==> src/rtl/spi_ram_arbiter.sv <==
// spi_ram_arbiter: shares one single-port RAM between SPI frames (rx_*/tx_*) and a host port (host_*), drives ram_*, flags dropped SPI commands on spi_ovf
module spi_ram_arbiter #(
  parameter int ADDR_SIZE = 8,
  parameter int DATA_SIZE = 8
) (
  input  logic                 clk,
  input  logic                 rst_n,
  input  logic [9:0]           rx_data,
  input  logic                 rx_valid,
  output logic [7:0]           tx_data,
  output logic                 tx_valid,
  input  logic                 host_req,
  input  logic                 host_we,
  input  logic [ADDR_SIZE-1:0] host_addr,
  input  logic [DATA_SIZE-1:0] host_wdata,
  output logic                 host_gnt,
  output logic [DATA_SIZE-1:0] host_rdata,
  output logic                 host_rvalid,
  output logic                 ram_en,
  output logic                 ram_we,
  output logic [ADDR_SIZE-1:0] ram_addr,
  output logic [DATA_SIZE-1:0] ram_din,
  input  logic [DATA_SIZE-1:0] ram_dout,
  output logic                 spi_ovf
);
  typedef enum logic [1:0] {IDLE, ISSUE, RD_WAIT} state_t;
  state_t state, next;
  logic [ADDR_SIZE-1:0] wr_addr, rd_addr, p_addr, s_addr, rx_addr;
  logic [7:0] p_data, s_data;
  logic spi_pend, p_we, s_we, pri, own, is_data, clr, acc, spi_req, host_win, grant;
  always_comb begin
    rx_addr = rx_data[9] ? rd_addr : wr_addr;
    is_data = rx_valid & rx_data[8];
    clr = state == ISSUE & !own;
    acc = is_data & (!spi_pend | clr);
    spi_req = spi_pend | acc;
    grant = state == IDLE & (spi_req | host_req);
    host_win = host_req & (!spi_req | pri);
    s_we = spi_pend ? p_we : !rx_data[9];
    s_addr = spi_pend ? p_addr : rx_addr;
    s_data = spi_pend ? p_data : rx_data[7:0];
    next = state == IDLE ? (grant ? ISSUE : IDLE) : state == ISSUE ? (ram_we ? IDLE : RD_WAIT) : IDLE;
  end
  always_ff @(posedge clk or negedge rst_n) begin
    if (!rst_n) state <= IDLE;
    else state <= next;
  end
  always_ff @(posedge clk or negedge rst_n) begin
    if (!rst_n) begin
      wr_addr <= '0;
      rd_addr <= '0;
      p_addr <= '0;
      p_data <= '0;
      p_we <= 1'b0;
      spi_pend <= 1'b0;
      pri <= 1'b0;
      own <= 1'b0;
      spi_ovf <= 1'b0;
      ram_en <= 1'b0;
      ram_we <= 1'b0;
      ram_addr <= '0;
      ram_din <= '0;
      host_gnt <= 1'b0;
      host_rdata <= '0;
      host_rvalid <= 1'b0;
      tx_data <= '0;
      tx_valid <= 1'b0;
    end else begin
      if (is_data & !acc) spi_ovf <= 1'b1;
      if (rx_valid & !rx_data[8] & rx_data[9]) rd_addr <= ADDR_SIZE'(rx_data[7:0]);
      if (rx_valid & !rx_data[8] & !rx_data[9]) wr_addr <= ADDR_SIZE'(rx_data[7:0]);
      if (acc) begin
        spi_pend <= 1'b1;
        p_we <= !rx_data[9];
        p_addr <= rx_addr;
        p_data <= rx_data[7:0];
      end else if (clr) spi_pend <= 1'b0;
      ram_en <= grant;
      host_gnt <= grant & host_win;
      if (grant) begin
        own <= host_win;
        pri <= !host_win;
        ram_we <= host_win ? host_we : s_we;
        ram_addr <= host_win ? host_addr : s_addr;
        ram_din <= host_win ? host_wdata : DATA_SIZE'(s_data);
      end
      tx_valid <= state == RD_WAIT & !own;
      host_rvalid <= state == RD_WAIT & own;
      if (state == RD_WAIT & own) host_rdata <= ram_dout;
      if (state == RD_WAIT & !own) tx_data <= 8'(ram_dout);
    end
  end
endmodule

==> config.mk <==
export PLATFORM = sky130hd
export DESIGN_NAME = spi_ram_arbiter
export DESIGN_NICKNAME = d
export VERILOG_FILES = /design/src/rtl/spi_ram_arbiter.sv
export SDC_FILE = /design/constraint.sdc
export NUM_CORES = 1
export LEC_CHECK = 0
export BUFFER_PORTS_ARGS = -buffer_cell sky130_fd_sc_hd__buf_2
export CORE_MARGIN = 3
export CORE_UTILIZATION = 53
export DETAILED_ROUTE_END_ITERATION = 10
export PLACE_DENSITY = 0.81
export SLEW_MARGIN = 20
export SYNTH_ARGS = -nofsm -noshare
export SYNTH_HDL_FRONTEND = slang
export SYNTH_SLANG_ARGS = --single-unit
==> constraint.sdc <==
create_clock -name clk -period 2.4 [get_ports clk]
set_input_delay 0.72 -clock clk [delete_from_list [all_inputs] [get_ports clk]]
set_output_delay 0.72 -clock clk [all_outputs]
set_load 0.01 [all_outputs]
Word-level counts from Yosys, hierarchy flattened --
Index checks and enable logic that the tools add are counted.
Storage, ports and cells: register bits after elaboration 76, output and inout bits 38, word-level logic and storage cells 59
Operators by class: equality and inequality tests 2, mux-type cells 13, bitwise logic cells 16, reduce and logical (&&, ||, !) cells 9
Operator list (count):
- $mux 8 | 5
- $and 1x1->1 | 12
- $logic_not 1->1 | 7
- $mux 2 | 3
- $mux 1 | 5
- $or 1x1->1 | 4
- $eq 2x1->1 const B | 1
- $eq 2x2->1 const B | 1
- $logic_not 2->1 | 1
- $reduce_bool 2->1 | 1

Depth between registers and ports, before layout --
Gate-level depths: netlist of the first run.
depth in word-level cells 9, mapped depth 6

Worst setup path before layout of the first run --
OpenSTA, ideal clock, no wires.
path kind input -> register, start input port rx_data[9], end register ram_addr[2], arrival 1810 ps, path slack 464 ps, stages on the path 4, buffers on the path 1, cells stage by stage buf_2 > mux2_2 > mux2_2 > a221o_1
On the way: cells in the longest elaborated chain, start to end 3
Ends and longest elaborated chain:
- start, declared | RTL line 8 | input logic [9:0] rx_data,
- $mux 8 | RTL line 32 | rx_addr = rx_data[9] ? rd_addr : wr_addr;
- $mux 8 | RTL line 40 | s_addr = spi_pend ? p_addr : rx_addr;
- $mux 8 | RTL line 84 | ram_addr <= host_win ? host_addr : s_addr;
- end signal, assigned | RTL line 84
- end, declared | RTL line 21 | output logic [ADDR_SIZE-1:0] ram_addr,
No other way between the ends. A chain may end at the register's enable or synchronous reset.

Worst setup path in the final report of the first run --
start input port rx_valid, end register ram_din[6]
On the way: cells in the longest elaborated chain, start to end 7, elaborated cells between the ends (all ways) 9, classes of those cells 1 x mux; 7 x bitwise; 1 x reduce/logical
Ends and longest elaborated chain:
- start, declared | RTL line 9 | input logic rx_valid,
- $and 1x1->1 * | RTL line 33 | is_data = rx_valid & rx_data[8];
- $and 1x1->1 * | RTL line 35 | acc = is_data & (!spi_pend | clr);
- $or 1x1->1 * | RTL line 36 | spi_req = spi_pend | acc;
- $logic_not 1->1 | RTL line 38 | host_win = host_req & (!spi_req | pri);
- $or 1x1->1 | RTL line 38
- $and 1x1->1 | RTL line 38
- $mux 8 | RTL line 85 | ram_din <= host_win ? host_wdata : DATA_SIZE'(s_data);
- end signal, assigned | RTL line 85
- end, declared | RTL line 22 | output logic [DATA_SIZE-1:0] ram_din,
Mark *: on every way between the ends. The rest lies on a longest branch, timed or not.

==> flow_metrics.env, run 1 <==
export IMPL_tightest_slew_ns=0.684
export IMPL_syn_cell_area_mm2=0.00325
export IMPL_drt_total_wl_um=7030
export IMPL_place_gp_congestion=0.722
export IMPL_grt_pass1_wl_um=12100
export IMPL_clk_latency_ns=0.33
export IMPL_fin_crit_sh_pct=82.0
export IMPL_cts_htree_levels=3
export IMPL_die_x_um=84.3
export IMPL_vias=2173
export IMPL_required_ns=2.67
export IMPL_critPathCaptureType="flip-flop"
export IMPL_start_util_pct=56.9
export IMPL_grt_overflow=0
export IMPL_grt_pass1_vias=2327
export IMPL_whs_ns=0.399
export IMPL_dpl_hpwl_um=5010
export IMPL_ant_nets=0
export IMPL_yosys_warnings=0
export IMPL_hold_class="input port to async pin"
export IMPL_dr_pass1_iters=4
export IMPL_post_route_util_pct=69.3
export IMPL_p_leak_nw=1.90
export IMPL_crit_fanout=11
export IMPL_synth_net_count=260
export IMPL_slew_headroom_pct=54.3
export IMPL_setup_tns_ns=0
export IMPL_final_max_slew_viol_count=0
export IMPL_n_fill_cell=397
export IMPL_die_area_mm2=0.00711
export IMPL_outcome="finished, final reports clean"
export IMPL_worst_slack_ns=0.431
export IMPL_placed_cells=365
export IMPL_core_area_mm2=0.00571
export IMPL_drt_iter0_drc=117
export IMPL_viasPerCell=5.70
export IMPL_ys_flop_type="dfrtp_1"
export IMPL_finalNetCount=343
export IMPL_holdBufCountCts=0
export IMPL_n_antenna_cell=0
export IMPL_row_count=27
export IMPL_cts_tree="yes"
export IMPL_drc=0
export IMPL_grt_total_usage_pct=21.4
export IMPL_syn_inst=221
export IMPL_fmax_mhz=508
export IMPL_clkTransAtPathRegs_ns=0.07
export IMPL_root_buffer="clkbuf_8"
export IMPL_criticalPathCategory="input port to flip-flop"
export IMPL_cts_setup_buffers=0
export IMPL_place_area_mm2=0.00372
export IMPL_synth_cell_types=30
export IMPL_wl_per_cell_um=18.4
export IMPL_numClockSinks=75
export IMPL_start_kind="input port"
export IMPL_cts_resized=0
export IMPL_synth_seq_cells=75
export IMPL_synthToLayoutAreaGrowth_pct=21.7
export IMPL_yosysSeqAreaShare_pct=57.7
export IMPL_ios=77
export IMPL_cts_buffers=9
export IMPL_grt_max_degree=76
export IMPL_rsz0062_at_grt="no"
export IMPL_power_density_mw_per_mm2=1350
export IMPL_fin_crit_ns=1.97
export IMPL_syn_avg_cell_area_um2=14.7
export IMPL_fin_worst_skew_ns=0.0109
export IMPL_finalSetupViolCount=0
export IMPL_die_h_um=84.3
export IMPL_final_area_mm2=0.00396
export IMPL_antenna_found_initial=0
export IMPL_finalNonFillerCells=381
export IMPL_ir_worst_vdd_mv=0.731
export IMPL_drive_gt1_share_pct=53.7
export IMPL_ys_async_sr_fraction_pct=100
export IMPL_ff2ff_setup_slack_ns=0.52
export IMPL_synth_edff_count=0
export IMPL_power_total_mw=5.34
export IMPL_arrival_ns=2.24
export IMPL_cap_violations=0
export IMPL_hold_viol_final=0
export IMPL_pre_cts_ws_ns=0.137
export IMPL_portBuffers=76
export IMPL_clockBufferDepth=2
==> cell usage in the layout, fill, tap and decap left out, types with 4 or more instances in the layout <==
master,instances
clkbuf_8,10
nand2_1,5
dfrtp_1,75
mux2i_1,11
a221o_1,17
buf_4,6
mux2_2,53
inv_1,4
buf_2,76
nor3_1,8
mux2_4,8
o21a_1,9
==> worst max-delay path, stage by stage <==
cell,delay [ns]
buf_2,0.14
a211oi_2,0.62
nand2b_1,0.51
a221o_1,0.25
==> synthesized netlist by cell type, types with 2 or more instances <==
cell type / instances / share of area [%]
nand3b_1: 2 / 0.46
a221o_1: 17 / 5.2
mux2_2: 53 / 18
nor3_1: 8 / 1.2
o21ai_0: 2 / 0.31
mux2i_1: 11 / 3.4
inv_1: 4 / 0.46
dfrtp_1: 75 / 58
nand2_1: 5 / 0.58
o21a_1: 9 / 2.1
buf_2: 7 / 1.1
nor3b_1: 2 / 0.46
mux2_4: 8 / 3.7
a21o_1: 2 / 0.46
==> state kept, by name, indices dropped and copies added, names as in the netlist <==
| signal | flops |
|---|---|
| host_gnt | 1 |
| host_rdata | 8 |
| host_rvalid | 1 |
| own | 1 |
| p_addr | 8 |
| p_data | 8 |
| p_we | 1 |
| pri | 1 |
| ram_addr | 8 |
| ram_din | 8 |
| ram_we | 1 |
| rd_addr | 8 |
| spi_ovf | 1 |
| spi_pend | 1 |
| state | 2 |
| tx_data | 8 |
| tx_valid | 1 |
| wr_addr | 8 |
==> cell families after synthesis <==
kind of cell	Yosys count	synth area share, %
buffers and inverters	15	2.62
AOI/OAI and AO/OA	36	10.0
muxes	72	25.4
DFF	75	57.7
and+or+nand+nor	23	4.16
==> final timing paths <==
check / start / end / cells after the start
worst max-delay path: rx_valid / ram_din[6] / 4
worst min-delay path: rst_n / rd_addr[5] / 2
worst max register to register: spi_pend / ram_din[6] / 3
worst min register to register: spi_ovf / spi_ovf / 1
max in group asynchronous: rst_n / wr_addr[7] / 2
min in group clk: spi_ovf / spi_ovf / 1
==> layout make-up <==
class,count,area [µm²],share of cell area (%)
well taps,72,90.1,2.28
inverters,4,15.0,0.379
flip-flops and latches,75,1880,47.4
multi-input cells,131,1290,32.6
clock inverters,5,100,2.53
repair buffers,83,445,11.3
clock buffers,11,141,3.57
==> routing by layer <==
layer  global-route usage, %  wire length [µm]  vias to the layer above
met4                    9.80               204                        0
li1                        -                 -                      992
met3                    4.22               309                       16
met2                    34.5              3430                       62
met5                       0                 0                        -
met1                    27.9              3080                     1103
==> report_power, final <==
part	leakage [nW]	switching, mW	internal [mW]
Clock	0.123	0.436	0.716
Combinational	0.878	0.996	1.09
Sequential	0.901	0.302	1.80
Note: power is estimated with default switching activity, not from simulation.
==> run 2: changes to the inputs <==
CORE_UTILIZATION = 48   (was 53)
PLACE_DENSITY = 0.77   (was 0.81)
clock period = 1.67 ns   (was 2.4 ns; I/O delays follow)
==> flow_metrics.env, run 2 (synthesized netlist as in run 1, its figures left out) <==
export IMPL_outcome="finished, final reports clean"
export IMPL_reg2reg_from="spi_pend"
export IMPL_fmax_mhz=625
export IMPL_numClockSinks=75
export IMPL_clkTransAtPathRegs_ns=0.08
export IMPL_p_leak_nw=1.96
export IMPL_grt_overflow=0
export IMPL_viasPerCell=5.48
export IMPL_core_area_mm2=0.00646
export IMPL_clockBufferDepth=2
export IMPL_cts_resized=0
export IMPL_n_antenna_cell=0
export IMPL_slew_headroom_pct=70.4
export IMPL_path_depth=3
export IMPL_start_util_pct=50.3
export IMPL_drc=0
export IMPL_place_area_mm2=0.00386
export IMPL_drive_gt1_share_pct=55.8
export IMPL_cts_buffers=9
export IMPL_whs_ns=0.170
export IMPL_fin_worst_skew_ns=0.00881
export IMPL_fin_crit_sh_pct=95.9
export IMPL_drt_total_wl_um=6760
export IMPL_reg2regPathDepth=3
export IMPL_grt_pass1_vias=2301
export IMPL_fin_crit_ns=1.60
export IMPL_grt_max_degree=76
export IMPL_crit_fanout=11
export IMPL_r2r_end="ram_addr[0]"
export IMPL_cts_tree="yes"
export IMPL_ir_worst_vdd_mv=1.06
export IMPL_vias=2183
export IMPL_final_max_slew_viol_count=0
export IMPL_slowest_stage="dfrtp_1"
export IMPL_crit_end="ram_addr[0]"
export IMPL_crit_buf_inv=1
export IMPL_holdBufCountCts=0
export IMPL_portBuffers=76
export IMPL_power_density_mw_per_mm2=1890
export IMPL_post_route_util_pct=62.9
export IMPL_ant_nets=0
export IMPL_start_kind="flip-flop"
export IMPL_drt_iter0_drc=132
export IMPL_critPathMaxStageDelay_ns=0.54
export IMPL_finalNetCount=356
export IMPL_cts_setup_buffers=0
export IMPL_rsz0062_at_grt="no"
export IMPL_dr_pass1_iters=4
export IMPL_place_gp_congestion=0.775
export IMPL_worst_slack_ns=0.0688
export IMPL_root_buffer="clkbuf_8"
export IMPL_crit_family="flip-flops"
export IMPL_ff2ff_setup_slack_ns=0.07
export IMPL_worstPathCellList="buf_4 -> mux2_2 -> a221o_1"
export IMPL_mostFrequentLayoutCell="buf_2"
export IMPL_die_area_mm2=0.00780
export IMPL_wl_per_cell_um=17.0
export IMPL_arrival_ns=1.83
export IMPL_clk_latency_ns=0.34
export IMPL_synthToLayoutAreaGrowth_pct=25.1
export IMPL_row_count=29
export IMPL_dpl_hpwl_um=4940
export IMPL_layout_common_cells="76 x buf_2, 74 x dfrtp_1, 53 x mux2_2"
export IMPL_finalSetupViolCount=0
export IMPL_cap_violations=0
export IMPL_placed_cells=383
export IMPL_final_area_mm2=0.00407
export IMPL_hold_class="input port to async pin"
export IMPL_ios=77
export IMPL_n_fill_cell=505
export IMPL_grt_pass1_wl_um=11300
export IMPL_die_x_um=88.3
export IMPL_tightest_slew_ns=0.445
export IMPL_die_h_um=88.3
export IMPL_power_total_mw=7.67
export IMPL_setup_tns_ns=0
export IMPL_critPathCaptureType="flip-flop"
export IMPL_finalNonFillerCells=398
export IMPL_required_ns=1.90
export IMPL_crit_start="spi_pend"
export IMPL_grt_total_usage_pct=19.1
export IMPL_criticalPathCategory="flip-flop to flip-flop"
export IMPL_pre_cts_ws_ns=-0.146
export IMPL_hold_viol_final=0
export IMPL_antenna_found_initial=0
export IMPL_cts_htree_levels=3
==> run 2: area by class of cell <==
type                       instances  area (µm²)  area share, %
inverter                           4        15.0          0.369
clock inverter                     5        78.8           1.94
tap                               77        96.3           2.37
sequential                        75        1880           46.2
clock buffer                      10         128           3.14
timing repair buffer              96         581           14.3
multi-input combinational        131        1290           31.7
==> run 2: per-layer routing <==
layer	GRT usage, %	vias up	share of wire (%)
met3	6.61	12	6.4
met2	30.6	81	48
met1	24.3	1077	44
li1	-	1013	-
met5	0	-	0
met4	6.18	0	1.8
==> run 2: how the worst min path moves through the flow <==
| stage | startpoint | slack [ns] | endpoint | cells after the start |
|---|---|---|---|---|
| 2_1_floorplan | rst_n | 0.21 | host_gnt | 0 |
| 4_1_cts | rst_n | 0.19 | host_rvalid | 2 |
| 5_1_grt | rst_n | 0.18 | host_rdata[7] | 2 |
| 3_3_place_gp | ram_we | 0.45 | state[1] | 1 |
| 6_report | rst_n | 0.17 | host_rvalid | 2 |
| 3_5_place_dp | ram_we | 0.46 | state[1] | 1 |
==> run 2: worst register-to-register path: stages (launching register included) <==
cell,delay (ns)
dfrtp_1,0.54
buf_4,0.26
mux2_2,0.36
a221o_1,0.33
==> run 2: where the power goes <==
group	internal (mW)	total [mW]	switching (mW)
logic	1.77	3.20	1.43
clock network	0.831	1.46	0.629
registers	2.59	3.01	0.415
total	5.19	7.67	2.48
